File: src/rtl/vga_timing_pkg.sv
// Shared 640x480@60 timing constants, capture FSM state type and the
// CRC-16-CCITT byte step used by the optional frame checksum.
package vga_timing_pkg;

  localparam int H_TOTAL  = 32'd800;
  localparam int V_TOTAL  = 32'd525;
  localparam int H_ACTIVE = 32'd640;
  localparam int V_ACTIVE = 32'd480;
  localparam int H_FRONT  = 32'd16;
  localparam int H_SYNC   = 32'd96;
  localparam int V_FRONT  = 32'd10;
  localparam int V_SYNC   = 32'd2;
  localparam int H_BACK   = 32'd48;
  localparam int V_BACK   = 32'd33;

  typedef enum logic [1:0] {
    ST_SEARCH  = 2'd0,
    ST_MEASURE = 2'd1,
    ST_LOCKED  = 2'd2
  } vga_state_e;

  // Polynomial 0x1021, data MSB first, whole byte folded into the top of the register.
  function automatic logic [15:0] crc16_ccitt_step(input logic [15:0] crc, input logic [7:0] data);
    logic [15:0] c;
    c = crc ^ {data, 8'h00};
    for (int i = 0; i < 8; i++) begin
      c = c[15] ? ({c[14:0], 1'b0} ^ 16'h1021) : {c[14:0], 1'b0};
    end
    return c;
  endfunction

endpackage

File: src/rtl/vga_crc16.sv
// One-byte-per-clock CRC-16-CCITT step; used only when VGA_CAPTURE_CRC_EN is defined.
module vga_crc16
  import vga_timing_pkg::*;
(
  input  logic [15:0] crc_in,
  input  logic [7:0]  data,
  output logic [15:0] crc_out
);

  assign crc_out = crc16_ccitt_step(crc_in, data);

endmodule

File: src/rtl/vga_capture.sv
// VGA capture: measures sync timing, locks on a stable mode and outputs active pixels.
// Define VGA_CAPTURE_CRC_EN to add the per-frame frame_crc output.
module vga_capture
  import vga_timing_pkg::*;
#(
  parameter int   HACTIVE       = H_ACTIVE,
  parameter int   VACTIVE       = V_ACTIVE,
  parameter int   HSYNCPULSE    = H_SYNC,
  parameter int   HBACKPORCH    = H_BACK,
  parameter int   VSYNCPULSE    = V_SYNC,
  parameter int   VBACKPORCH    = V_BACK,
  parameter logic HSYNCPOLARITY = 1'b0,
  parameter logic VSYNCPOLARITY = 1'b0,
  parameter int   LOCK_FRAMES   = 32'd2
) (
  input  logic        clk,
  input  logic        rst,
  input  logic        hs,
  input  logic        vs,
  input  logic [2:0]  rin,
  input  logic [2:0]  gin,
  input  logic [1:0]  bin,
  output logic [2:0]  rout,
  output logic [2:0]  gout,
  output logic [1:0]  bout,
  output logic [9:0]  xpos,
  output logic [9:0]  ypos,
  output logic        pix_valid,
  output logic        frame_start,
  output logic [9:0]  line_len,
  output logic [9:0]  frame_lines,
  output logic        locked,
`ifdef VGA_CAPTURE_CRC_EN
  output logic [15:0] frame_crc,
`endif
  output logic        err
);

  localparam logic [10:0] H_START   = 11'(HSYNCPULSE + HBACKPORCH);
  localparam logic [10:0] H_STOP    = 11'(HSYNCPULSE + HBACKPORCH + HACTIVE);
  localparam logic [10:0] V_START   = 11'(VSYNCPULSE + VBACKPORCH);
  localparam logic [10:0] V_STOP    = 11'(VSYNCPULSE + VBACKPORCH + VACTIVE);
  localparam logic [9:0]  H_START10 = 10'(HSYNCPULSE + HBACKPORCH);
  localparam logic [9:0]  V_START10 = 10'(VSYNCPULSE + VBACKPORCH);
  localparam logic [9:0]  CNT_MAX   = 10'd1023;
  // LOCK_FRAMES identical frames means LOCK_FRAMES-1 matches between neighbours.
  localparam logic [7:0]  LOCK_TGT  = (LOCK_FRAMES > 1) ? 8'(LOCK_FRAMES - 1) : 8'd0;

  vga_state_e state_q, state_d;
  logic       hs_prev_q, vs_prev_q, hs_edge_s, vs_edge_s;
  logic [9:0] hcnt_q, hcnt_d, vcnt_q, vcnt_d, hcnt_inc_s, vcnt_inc_s, fl_new_s;
  logic       vs_pend_q, vs_pend_d;
  logic [9:0] line_len_q, line_len_d, frame_lines_q, frame_lines_d, prev_ll_q, prev_ll_d;
  logic [7:0] match_q, match_d, match_inc_s;
  logic       sat_s, h_act_s, v_act_s;
  logic [2:0] rout_q, rout_d, gout_q, gout_d;
  logic [1:0] bout_q, bout_d;
  logic [9:0] xpos_q, xpos_d, ypos_q, ypos_d;
  logic       pix_valid_q, pix_valid_d, frame_start_q, locked_q, locked_d, err_q, err_d;

  // Sync edges and raster counters for the sample presented this cycle.
  always_comb begin
    hs_edge_s  = (hs_prev_q != HSYNCPOLARITY) && (hs == HSYNCPOLARITY);
    vs_edge_s  = (vs_prev_q != VSYNCPOLARITY) && (vs == VSYNCPOLARITY);
    hcnt_inc_s = (hcnt_q == CNT_MAX) ? CNT_MAX : hcnt_q + 10'd1;
    vcnt_inc_s = (vcnt_q == CNT_MAX) ? CNT_MAX : vcnt_q + 10'd1;
    hcnt_d     = hs_edge_s ? 10'd0 : hcnt_inc_s;
    if (hs_edge_s) begin
      vcnt_d = vs_pend_q ? 10'd0 : vcnt_inc_s;
    end else begin
      vcnt_d = vcnt_q;
    end
    // hs is handled before vs, so a coincident vs edge clears vcnt on the next line.
    vs_pend_d     = vs_edge_s | (vs_pend_q & ~hs_edge_s);
    fl_new_s      = (vcnt_d == CNT_MAX) ? CNT_MAX : vcnt_d + 10'd1;
    line_len_d    = hs_edge_s ? hcnt_inc_s : line_len_q;
    frame_lines_d = vs_edge_s ? fl_new_s : frame_lines_q;
    prev_ll_d     = vs_edge_s ? line_len_d : prev_ll_q;
    sat_s         = (hcnt_d == CNT_MAX);
  end

  // Lock state machine next-state and error pulse.
  always_comb begin
    state_d     = state_q;
    match_d     = match_q;
    err_d       = 1'b0;
    match_inc_s = (match_q == 8'hFF) ? match_q : match_q + 8'd1;
    if (sat_s) begin
      state_d = ST_SEARCH;
      match_d = 8'd0;
      err_d   = (state_q == ST_LOCKED);
    end else begin
      case (state_q)
        ST_SEARCH: begin
          if (vs_edge_s) begin
            state_d = ST_MEASURE;
            match_d = 8'd0;
          end else begin
            state_d = ST_SEARCH;
          end
        end
        ST_MEASURE: begin
          if (vs_edge_s) begin
            if ((line_len_d == prev_ll_q) && (fl_new_s == frame_lines_q)) begin
              match_d = match_inc_s;
              state_d = (match_inc_s >= LOCK_TGT) ? ST_LOCKED : ST_MEASURE;
            end else begin
              match_d = 8'd0;
            end
          end else begin
            state_d = ST_MEASURE;
          end
        end
        ST_LOCKED: begin
          if ((hs_edge_s && (hcnt_inc_s != line_len_q)) ||
              (vs_edge_s && (fl_new_s != frame_lines_q))) begin
            state_d = ST_SEARCH;
            match_d = 8'd0;
            err_d   = 1'b1;
          end else begin
            state_d = ST_LOCKED;
          end
        end
        default: begin
          state_d = ST_SEARCH;
          match_d = 8'd0;
        end
      endcase
    end
  end

  // Pixel qualification and output values for the current sample.
  always_comb begin
    h_act_s     = ({1'b0, hcnt_d} >= H_START) && ({1'b0, hcnt_d} < H_STOP);
    v_act_s     = ({1'b0, vcnt_d} >= V_START) && ({1'b0, vcnt_d} < V_STOP);
    locked_d    = (state_d == ST_LOCKED);
    pix_valid_d = locked_d && h_act_s && v_act_s;
    if (h_act_s && v_act_s) begin
      xpos_d = hcnt_d - H_START10;
      ypos_d = vcnt_d - V_START10;
    end else begin
      xpos_d = 10'd0;
      ypos_d = 10'd0;
    end
    if (pix_valid_d) begin
      rout_d = rin;
      gout_d = gin;
      bout_d = bin;
    end else begin
      rout_d = 3'd0;
      gout_d = 3'd0;
      bout_d = 2'd0;
    end
  end

  // All state and registered outputs.
  always_ff @(posedge clk or posedge rst) begin
    if (rst) begin
      state_q       <= ST_SEARCH;
      hs_prev_q     <= ~HSYNCPOLARITY;
      vs_prev_q     <= ~VSYNCPOLARITY;
      hcnt_q        <= 10'd0;
      vcnt_q        <= 10'd0;
      vs_pend_q     <= 1'b0;
      line_len_q    <= 10'd0;
      frame_lines_q <= 10'd0;
      prev_ll_q     <= 10'd0;
      match_q       <= 8'd0;
      rout_q        <= 3'd0;
      gout_q        <= 3'd0;
      bout_q        <= 2'd0;
      xpos_q        <= 10'd0;
      ypos_q        <= 10'd0;
      pix_valid_q   <= 1'b0;
      frame_start_q <= 1'b0;
      locked_q      <= 1'b0;
      err_q         <= 1'b0;
    end else begin
      state_q       <= state_d;
      hs_prev_q     <= hs;
      vs_prev_q     <= vs;
      hcnt_q        <= hcnt_d;
      vcnt_q        <= vcnt_d;
      vs_pend_q     <= vs_pend_d;
      line_len_q    <= line_len_d;
      frame_lines_q <= frame_lines_d;
      prev_ll_q     <= prev_ll_d;
      match_q       <= match_d;
      rout_q        <= rout_d;
      gout_q        <= gout_d;
      bout_q        <= bout_d;
      xpos_q        <= xpos_d;
      ypos_q        <= ypos_d;
      pix_valid_q   <= pix_valid_d;
      frame_start_q <= vs_edge_s;
      locked_q      <= locked_d;
      err_q         <= err_d;
    end
  end

  assign rout        = rout_q;
  assign gout        = gout_q;
  assign bout        = bout_q;
  assign xpos        = xpos_q;
  assign ypos        = ypos_q;
  assign pix_valid   = pix_valid_q;
  assign frame_start = frame_start_q;
  assign line_len    = line_len_q;
  assign frame_lines = frame_lines_q;
  assign locked      = locked_q;
  assign err         = err_q;

`ifdef VGA_CAPTURE_CRC_EN
  logic [15:0] crc_acc_q, crc_acc_d, crc_next_s, frame_crc_q, frame_crc_d;

  vga_crc16 u_crc16 (
    .crc_in  (crc_acc_q),
    .data    ({rin, gin, bin}),
    .crc_out (crc_next_s)
  );

  // Running checksum restarts at each frame edge; the finished value is published there.
  always_comb begin
    if (vs_edge_s) begin
      crc_acc_d   = 16'hFFFF;
      frame_crc_d = crc_acc_q;
    end else begin
      crc_acc_d   = pix_valid_d ? crc_next_s : crc_acc_q;
      frame_crc_d = frame_crc_q;
    end
  end

  // Checksum registers.
  always_ff @(posedge clk or posedge rst) begin
    if (rst) begin
      crc_acc_q   <= 16'hFFFF;
      frame_crc_q <= 16'h0000;
    end else begin
      crc_acc_q   <= crc_acc_d;
      frame_crc_q <= frame_crc_d;
    end
  end

  assign frame_crc = frame_crc_q;
`endif

endmodule

File: config.mk
export PLATFORM = sky130hd
export DESIGN_NAME = vga_capture
export DESIGN_NICKNAME = d
export VERILOG_FILES = /design/src/rtl/vga_timing_pkg.sv /design/src/rtl/vga_crc16.sv /design/src/rtl/vga_capture.sv
export SDC_FILE = /design/constraint.sdc
export NUM_CORES = 1
export LEC_CHECK = 0
export CAP_MARGIN = 5
export CORE_MARGIN = 8
export CORE_UTILIZATION = 40
export DETAILED_ROUTE_END_ITERATION = 7
export DONT_BUFFER_PORTS = 1
export GPL_TIMING_DRIVEN = 0
export PLACE_DENSITY = 0.61
export SKIP_LAST_GASP = 1
export SYNTH_ARGS = -nofsm -noshare
export SYNTH_HDL_FRONTEND = slang
export SYNTH_SLANG_ARGS = --single-unit
File: constraint.sdc
create_clock -name clk -period 4.9 [get_ports clk]
set_input_delay 0.49 -clock clk [delete_from_list [all_inputs] [get_ports clk]]
set_output_delay 0.49 -clock clk [all_outputs]
set_load 0.1 [all_outputs]
Word level (Yosys, flattened, before mapping)
Cells that the tools add are included.

Magnitude comparators: 5. Equality and inequality tests: 15. Muxes and demuxes: 29. Reductions and logical operators: 13. Bitwise operators: 5. $add $sub $neg: 6.

Operators with widths (count): $mux 10 (9); $mux 8 (6); $eq 10x10->1 const B (4); $add 10x1->10 const B (3); $pmux 8 s3 (1); $eq 10x10->1 (2); $lt 10x10->1 const B (2); $ne 10x10->1 (2); $mux 2 (6); $ge 10x6->1 const B (1); $ge 10x8->1 const B (1); $logic_and 1x1->1 (10); $sub 10x6->10 const B (1); $sub 10x8->10 const B (1); $add 8x1->8 const B (1); $eq 8x8->1 const B (1); $ge 8x1->1 const B (1); $mux 3 (2); $ne 3x3->1 const B (2); $pmux 2 s3 (1); $eq 2x2->1 const B (2); $mux 1 (4); $ne 3x2->1 const B (1); $not 1->1 (3); 6 further kinds (6).

Bits in registers: 95. Output and inout bits: 52. Bits of input ports: 12. Word-level logic and storage cells: 92.

Depth between registers and ports, before layout
Depth in word-level cells: 16. Gate-level depth with buffers: 18. Depth with buffers taken out: 15.

Worst setup path before layout
OpenSTA, ideal clock, no wires.

Kind: in2reg. Start point: input hs. End point: register match_q[6]. Stages on the path: 16. Setup time: 0.125 ns. Required time: 4.775 ns. Setup slack: 0.901 ns. Arrival time: 3.874 ns. Path buffers: 3. Cell sequence: nand2b_1 -> clkbuf_1 -> clkbuf_1 -> clkbuf_1 -> a211oi_1 -> a21o_1 -> ha_1 -> inv_1 -> a31oi_1 -> o211a_1 -> or3_1 -> a211oi_2 -> o311ai_1 -> or4_4 -> a41oi_1 -> a21oi_1.

Longest elaborated chain between the ends: 11. Elaborated cells between the ends (all ways): 24. Those cells by class: 1 x add/sub; 8 x eq/ne; 8 x mux; 1 x bitwise; 6 x reduce/logical.

RTL lines: from (decl) (line vga_capture.sv:18) `input logic hs,`; $not 1->1 * (line vga_capture.sv:63) `hs_edge_s = (hs_prev_q != HSYNCPOLARITY) && (hs == HSYNCPOLARITY);`; $logic_and 1x1->1 * (line vga_capture.sv:63); $mux 10 * (line vga_capture.sv:68) `if (hs_edge_s) begin`; net vcnt_d[1] (line vga_capture.sv:51) `logic [9:0] hcnt_q, hcnt_d, vcnt_q, vcnt_d, hcnt_inc_s, vcnt_inc_s, fl_new_s;`; $add 10x1->10 / $eq 10x10->1 (equally long branches) (line vga_capture.sv:75) `fl_new_s = (vcnt_d == CNT_MAX) ? CNT_MAX : vcnt_d + 10'd1;`; $mux 10 * (line vga_capture.sv:75); $eq 10x10->1 (line vga_capture.sv:104) `if ((line_len_d == prev_ll_q) && (fl_new_s == frame_lines_q)) begin`; $logic_and 1x1->1 (line vga_capture.sv:104); $mux 8 (line vga_capture.sv:104); $mux 8 (line vga_capture.sv:103) `if (vs_edge_s) begin`; $pmux 8 s3 (line vga_capture.sv:93) `case (state_q)`; $mux 8 (line vga_capture.sv:88) `if (sat_s) begin`; to (signal assigned) (line vga_capture.sv:188) `match_q <= match_d;`; to (decl) (line vga_capture.sv:54) `logic [7:0] match_q, match_d, match_inc_s;`.

The timed path passes the listed nets; every way through them passes the cells marked *. The select of a mux whose other input is x is not followed. A chain may end at the register's enable or synchronous reset.

Worst setup path in the final report
Start point: register vcnt_q[1]. End point: register bout_q[1], in the netlist bout[1].

Longest elaborated chain between the ends: 16. Elaborated cells between the ends (all ways): 25. Those cells by class: 2 x add/sub; 2 x order compare; 5 x eq/ne; 10 x mux; 6 x reduce/logical.

RTL lines: from (decl) (line vga_capture.sv:51); from (signal assigned) (line vga_capture.sv:183) `vcnt_q <= vcnt_d;`; $eq 10x10->1 * (line vga_capture.sv:66) `vcnt_inc_s = (vcnt_q == CNT_MAX) ? CNT_MAX : vcnt_q + 10'd1;`; $mux 10 * (line vga_capture.sv:66); $mux 10 * (line vga_capture.sv:69) `vcnt_d = vs_pend_q ? 10'd0 : vcnt_inc_s;`; $mux 10 * (line vga_capture.sv:68); net vcnt_d[0] (line vga_capture.sv:51); $add 10x1->10 / $eq 10x10->1 (equally long branches) (line vga_capture.sv:75); $mux 10 (line vga_capture.sv:75); $eq 10x10->1 / $ne 10x10->1 (equally long branches) (line vga_capture.sv:104, vga_capture.sv:116); [2 not listed]; $mux 2 (on tied branches) (line vga_capture.sv:103, vga_capture.sv:115); $pmux 2 s3 (line vga_capture.sv:93); $mux 2 (line vga_capture.sv:88); $eq 2x2->1 (line vga_capture.sv:136) `locked_d = (state_d == ST_LOCKED);`; $logic_and 1x1->1 (line vga_capture.sv:137) `pix_valid_d = locked_d && h_act_s && v_act_s;`; $logic_and 1x1->1 * (line vga_capture.sv:137); $mux 2 * (line vga_capture.sv:145) `if (pix_valid_d) begin`; net bout_d[1] (line vga_capture.sv:57) `logic [1:0] bout_q, bout_d;`; to (signal assigned) (line vga_capture.sv:191) `bout_q <= bout_d;`; to (decl) (line vga_capture.sv:57).

The timed path passes the listed nets; every way through them passes the cells marked *.

==> key figures <==
Cells and area
  – Post-layout instance area: 6400 um^2
  – Utilization of the core after routing: 44.6%
  – Commonest cells after routing, fill and taps aside: sky130_fd_sc_hd__dfrtp_1, sky130_fd_sc_hd__nand2_1, sky130_fd_sc_hd__nor2_1
  – Antenna cells: 0
  – # nets final: 702
  – Synthesis-to-layout area growth: 9.88%
  – Fillers: 1,406
  – Share of cells above drive strength 1: 10.9%
  – Leading cell type in the layout, fill and taps excluded: sky130_fd_sc_hd__dfrtp_1
  – Post-layout instance count excluding filler cells: a little under 900

Clock network
  – Clock latency of the later-clocked register in the worst-skew pair: 0.35 ns
  – CTS max path bufs: 2
  – Number of buffers added by the clock tree synthesis step: 9
  – Clock-pin slew on the worst setup and hold paths: roughly 0.070 ns
  – Number of sinks on the clock net: 95
  – Clock tree from TritonCTS: done
  – Number of levels the H-tree was split into: 3
  – Clock Root Buffer: sky130_fd_sc_hd__clkbuf_16

Synthesis
  – Sequential area share after synthesis: 40.8%
  – Total standard cell area after synthesis: 5830 um^2
  – Synth Warn #: 0
  – Synth top area cells: sky130_fd_sc_hd__dfrtp_1, sky130_fd_sc_hd__nand2_1, sky130_fd_sc_hd__nor2_1
  – Portion of synthesized cell area occupied by the leading cell type: 39.9%
  – Async set-or-reset flop fraction in the synthesized netlist: between 90% and 100%
  – Count of state elements after synthesis: 95
  – Gate Count Post-Synth: 671
  – Total nets after synthesis: 690
  – Unique cell type count in the Yosys netlist: 81
  – Synth Flop Type: sky130_fd_sc_hd__dfrtp_1
  – EDFF count, synth: 0
  – Cell type with the highest aggregate area in the netlist: sky130_fd_sc_hd__dfrtp_1
  – Mean instance size in the synthesized netlist: 8.68 um^2

Floorplan
  – Floorplan die area: 18,700 um^2
  – Top-level port count: 64
  – Num rows: 44
  – Placeable core area: 14,400 um^2
  – Initial cell density of the core: 40.6%
  – Y dimension of the die: 137 um
  – Width of the die: 137 um

Setup path
  – Slowest library cell on the worst path: sky130_fd_sc_hd__dfrtp_1
  – CP required: 5.17 ns
  – List of cells traversed by the critical path: ha_1, nand3_2, or3_1, buf_2, a211oi_1, a21o_1, ha_1, inv_1, a31oi_2, o211ai_2, or3_1, nand3_1, nand4_1, or3_1, o21bai_4, buf_6, a211oi_2
  – Arrival time at the worst endpoint: slightly below 5 ns
  – Critical path peak fanout: 10
  – CP most frequent cell: sky130_fd_sc_hd__or3_1
  – Slowest stage delay, CP: ~0.47 ns
  – CP Class: reg -> reg
  – Worst reg-to-reg path cell count: 17
  – Element type at the critical path start: register
  – Endpoint class of the critical path: register

Power
  – Clock power frac: 29.7%
  – Proportion of total power due to net switching: 38.5%
  – Switching power of the nets: between 900 and 1000 uW
  – Pwr/cell area: 371 nW/um^2
  – Peak supply drop: between 0.00015 and 0.0002 V
  – Internal cell power: about 1500 uW
  – Share of total power in combinational logic: 23.5%
  – Flop pwr share: 46.8%
  – Leak: approximately 0.0027 uW
  – Power consumption: 2370 uW

Routing
  – Wirelength per Cell: approximately 19 um
  – Via Count: about 5,200
  – DR iter-0 viols: 388
  – Detailed Route WL: 16,700 um
  – ANT nets after route: 0
  – Remaining routing DRC violations: 0
  – Initial DRT Pass Iterations: 5
  – Post-detailed-route via-to-cell ratio: 5.94

Global route
  – Largest net degree at the start of global routing: between 60 and 70
  – Global routing usage summed across all routing layers: 18.3%
  – Met2 track utilization from global routing: 29.6%
  – GRT Max-Usage Layer: met2
  – Antenna violations before repair: 0
  – Global route total overflow: 0
  – Wire length of the first global-routing pass: 26,500 um
  – Via count of the first global-routing pass: 4,838
  – Met1 usage in global routing: 22.8%
  – Grt met3 use: 4.22%

STA
  – Minimum clock period: 4.60 ns
  – Final worst hold slack: -0.000745 ns
  – Rel. slew slack: 25.5%
  – F_max: 217 MHz
  – Final Slew Violations: 0
  – Total setup violations reported at the end of the flow: 0
  – Post-route clock skew: 0.00868 ns
  – Pin slew with the least headroom to its limit: approximately 1.1 ns
  – Post-route clock period utilization: 94.0%
  – RSZ-0062 raised after global routing: false
  – Total count of hold-check failures in the final report: 3

Status
  – Outcome: finished with violations
  – Failing checks: hold timing

Place
  – Weighted congestion at the end of routability-driven global placement: 0.916
  – Count of input and output buffers: 0
  – Placed insts: 856
  – Placed wire-length estimate: 12,700 um
  – DP Area: between 6000 and 7000 um^2

Run
  – Count of max-cap constraint violations: 0

Hold path
  – Hold WC Path Type: in -> async
==> cells in the mapped netlist (7+ instances only) <==
library cell,count
sky130_fd_sc_hd__dfrtp_1,93
sky130_fd_sc_hd__nand2_1,80
sky130_fd_sc_hd__nor2_1,55
sky130_fd_sc_hd__a21oi_1,41
sky130_fd_sc_hd__inv_1,36
sky130_fd_sc_hd__o21ai_0,32
sky130_fd_sc_hd__nand3_1,27
sky130_fd_sc_hd__clkbuf_1,23
sky130_fd_sc_hd__a31oi_1,20
sky130_fd_sc_hd__xnor2_1,19
sky130_fd_sc_hd__or3_1,16
sky130_fd_sc_hd__nor3_1,15
sky130_fd_sc_hd__nand4_1,14
sky130_fd_sc_hd__xor2_1,10
sky130_fd_sc_hd__a211oi_2,9
sky130_fd_sc_hd__and2_1,9
sky130_fd_sc_hd__buf_2,9
sky130_fd_sc_hd__nor4_1,9
sky130_fd_sc_hd__a21o_1,8
sky130_fd_sc_hd__or2_2,8
sky130_fd_sc_hd__ha_1,7
sky130_fd_sc_hd__o211ai_1,7
sky130_fd_sc_hd__o21a_1,7
==> critical path, delay by kind of cell, from the launching register on <==
kind / cells / cell delay, ns
DFF: 1 / 0.47
AOI/OAI and AO/OA: 6 / 1.39
and+or+nand+nor: 6 / 1.63
buffers and inverters: 3 / 0.44
adders and majority gates: 2 / 0.60
==> sequential cells by signal, indices dropped and copies added (netlist names), 2 cells and up <==
name,count
match_q,8
hcnt_q,10
prev_ll_q,10
bout,2
state_q,2
ypos,10
gout,3
line_len,10
xpos,10
vcnt_q,10
rout,3
frame_lines,10
==> cell type report <==
cell class / instances / area [um^2] / area share (%)
Sequential cell: 95 / 2380 / 37.2
Multi-Input combinational cell: 504 / 3160 / 49.4
Buffer: 34 / 158 / 2.46
Timing Repair Buffer: 1 / 27.5 / 0.430
Inverter: 38 / 145 / 2.27
Clock buffer: 10 / 229 / 3.58
Tap cell: 184 / 230 / 3.60
Clock inverter: 6 / 68.8 / 1.07
==> power groups by stage <==
stage	clock (uW)	sequential [uW]	combinational, uW
global placement	0	1120	540
detailed placement	0	1120	547
global route	762	1120	625
finish	705	1110	556
CTS	729	1110	553
floorplan	0	1090	429
==> logic make-up (layout without fill, tap and decap cells) <==
logic type	Yosys count	count (layout)	share of synthesized area [%]
and+or+nand+nor	278	278	24.7
AOI/OAI and AO/OA	184	184	22.4
DFF	95	95	40.8
buffers and inverters	72	89	5.09
xor gates and xnor gates	29	29	4.36
adders and majority gates	7	7	1.50
muxes	6	6	1.12
==> through the flow <==
stage,setup slack [ns],TNS (ns)
after floorplan,0.901,0
after global placement,-0.247,-1.59
after detailed placement,-0.227,-1.72
after CTS,0.115,0
after global routing,0.0193,0
final,0.296,0
==> timing repair <==
action / CTS / global route
setup endpoints to repair: 6 / 20
gates resized for setup: 2 / 7
buffers inserted: 0 / 0
hold buffers: 0 / 0
==> routing by layer <==
layer,up-vias,wire length (um)
li1,2475,-
met1,2509,7160
met2,161,7990
met3,32,1090
met4,0,440
met5,-,0
==> final timing paths <==
check | start | endpoint | slack, ns
worst max-delay path | vcnt_q[1]$_DFF_PP0_ | bout[1]$_DFF_PP0_ | 0.30
worst min-delay path | rst | rout[0]$_DFF_PP0_ | -0.0007
max in group asynchronous | rst | vcnt_q[0]$_DFF_PP0_ | 4.24
min in group clk | vs | vs_prev_q$_DFF_PP1_ | 0.13
worst min register to register | prev_ll_q[6]$_DFFE_PP0P_ | prev_ll_q[6]$_DFFE_PP0P_ | 0.50
worst max register to register | vcnt_q[1]$_DFF_PP0_ | bout[1]$_DFF_PP0_ | 0.30
Note: power is estimated with default switching activity, not from simulation.
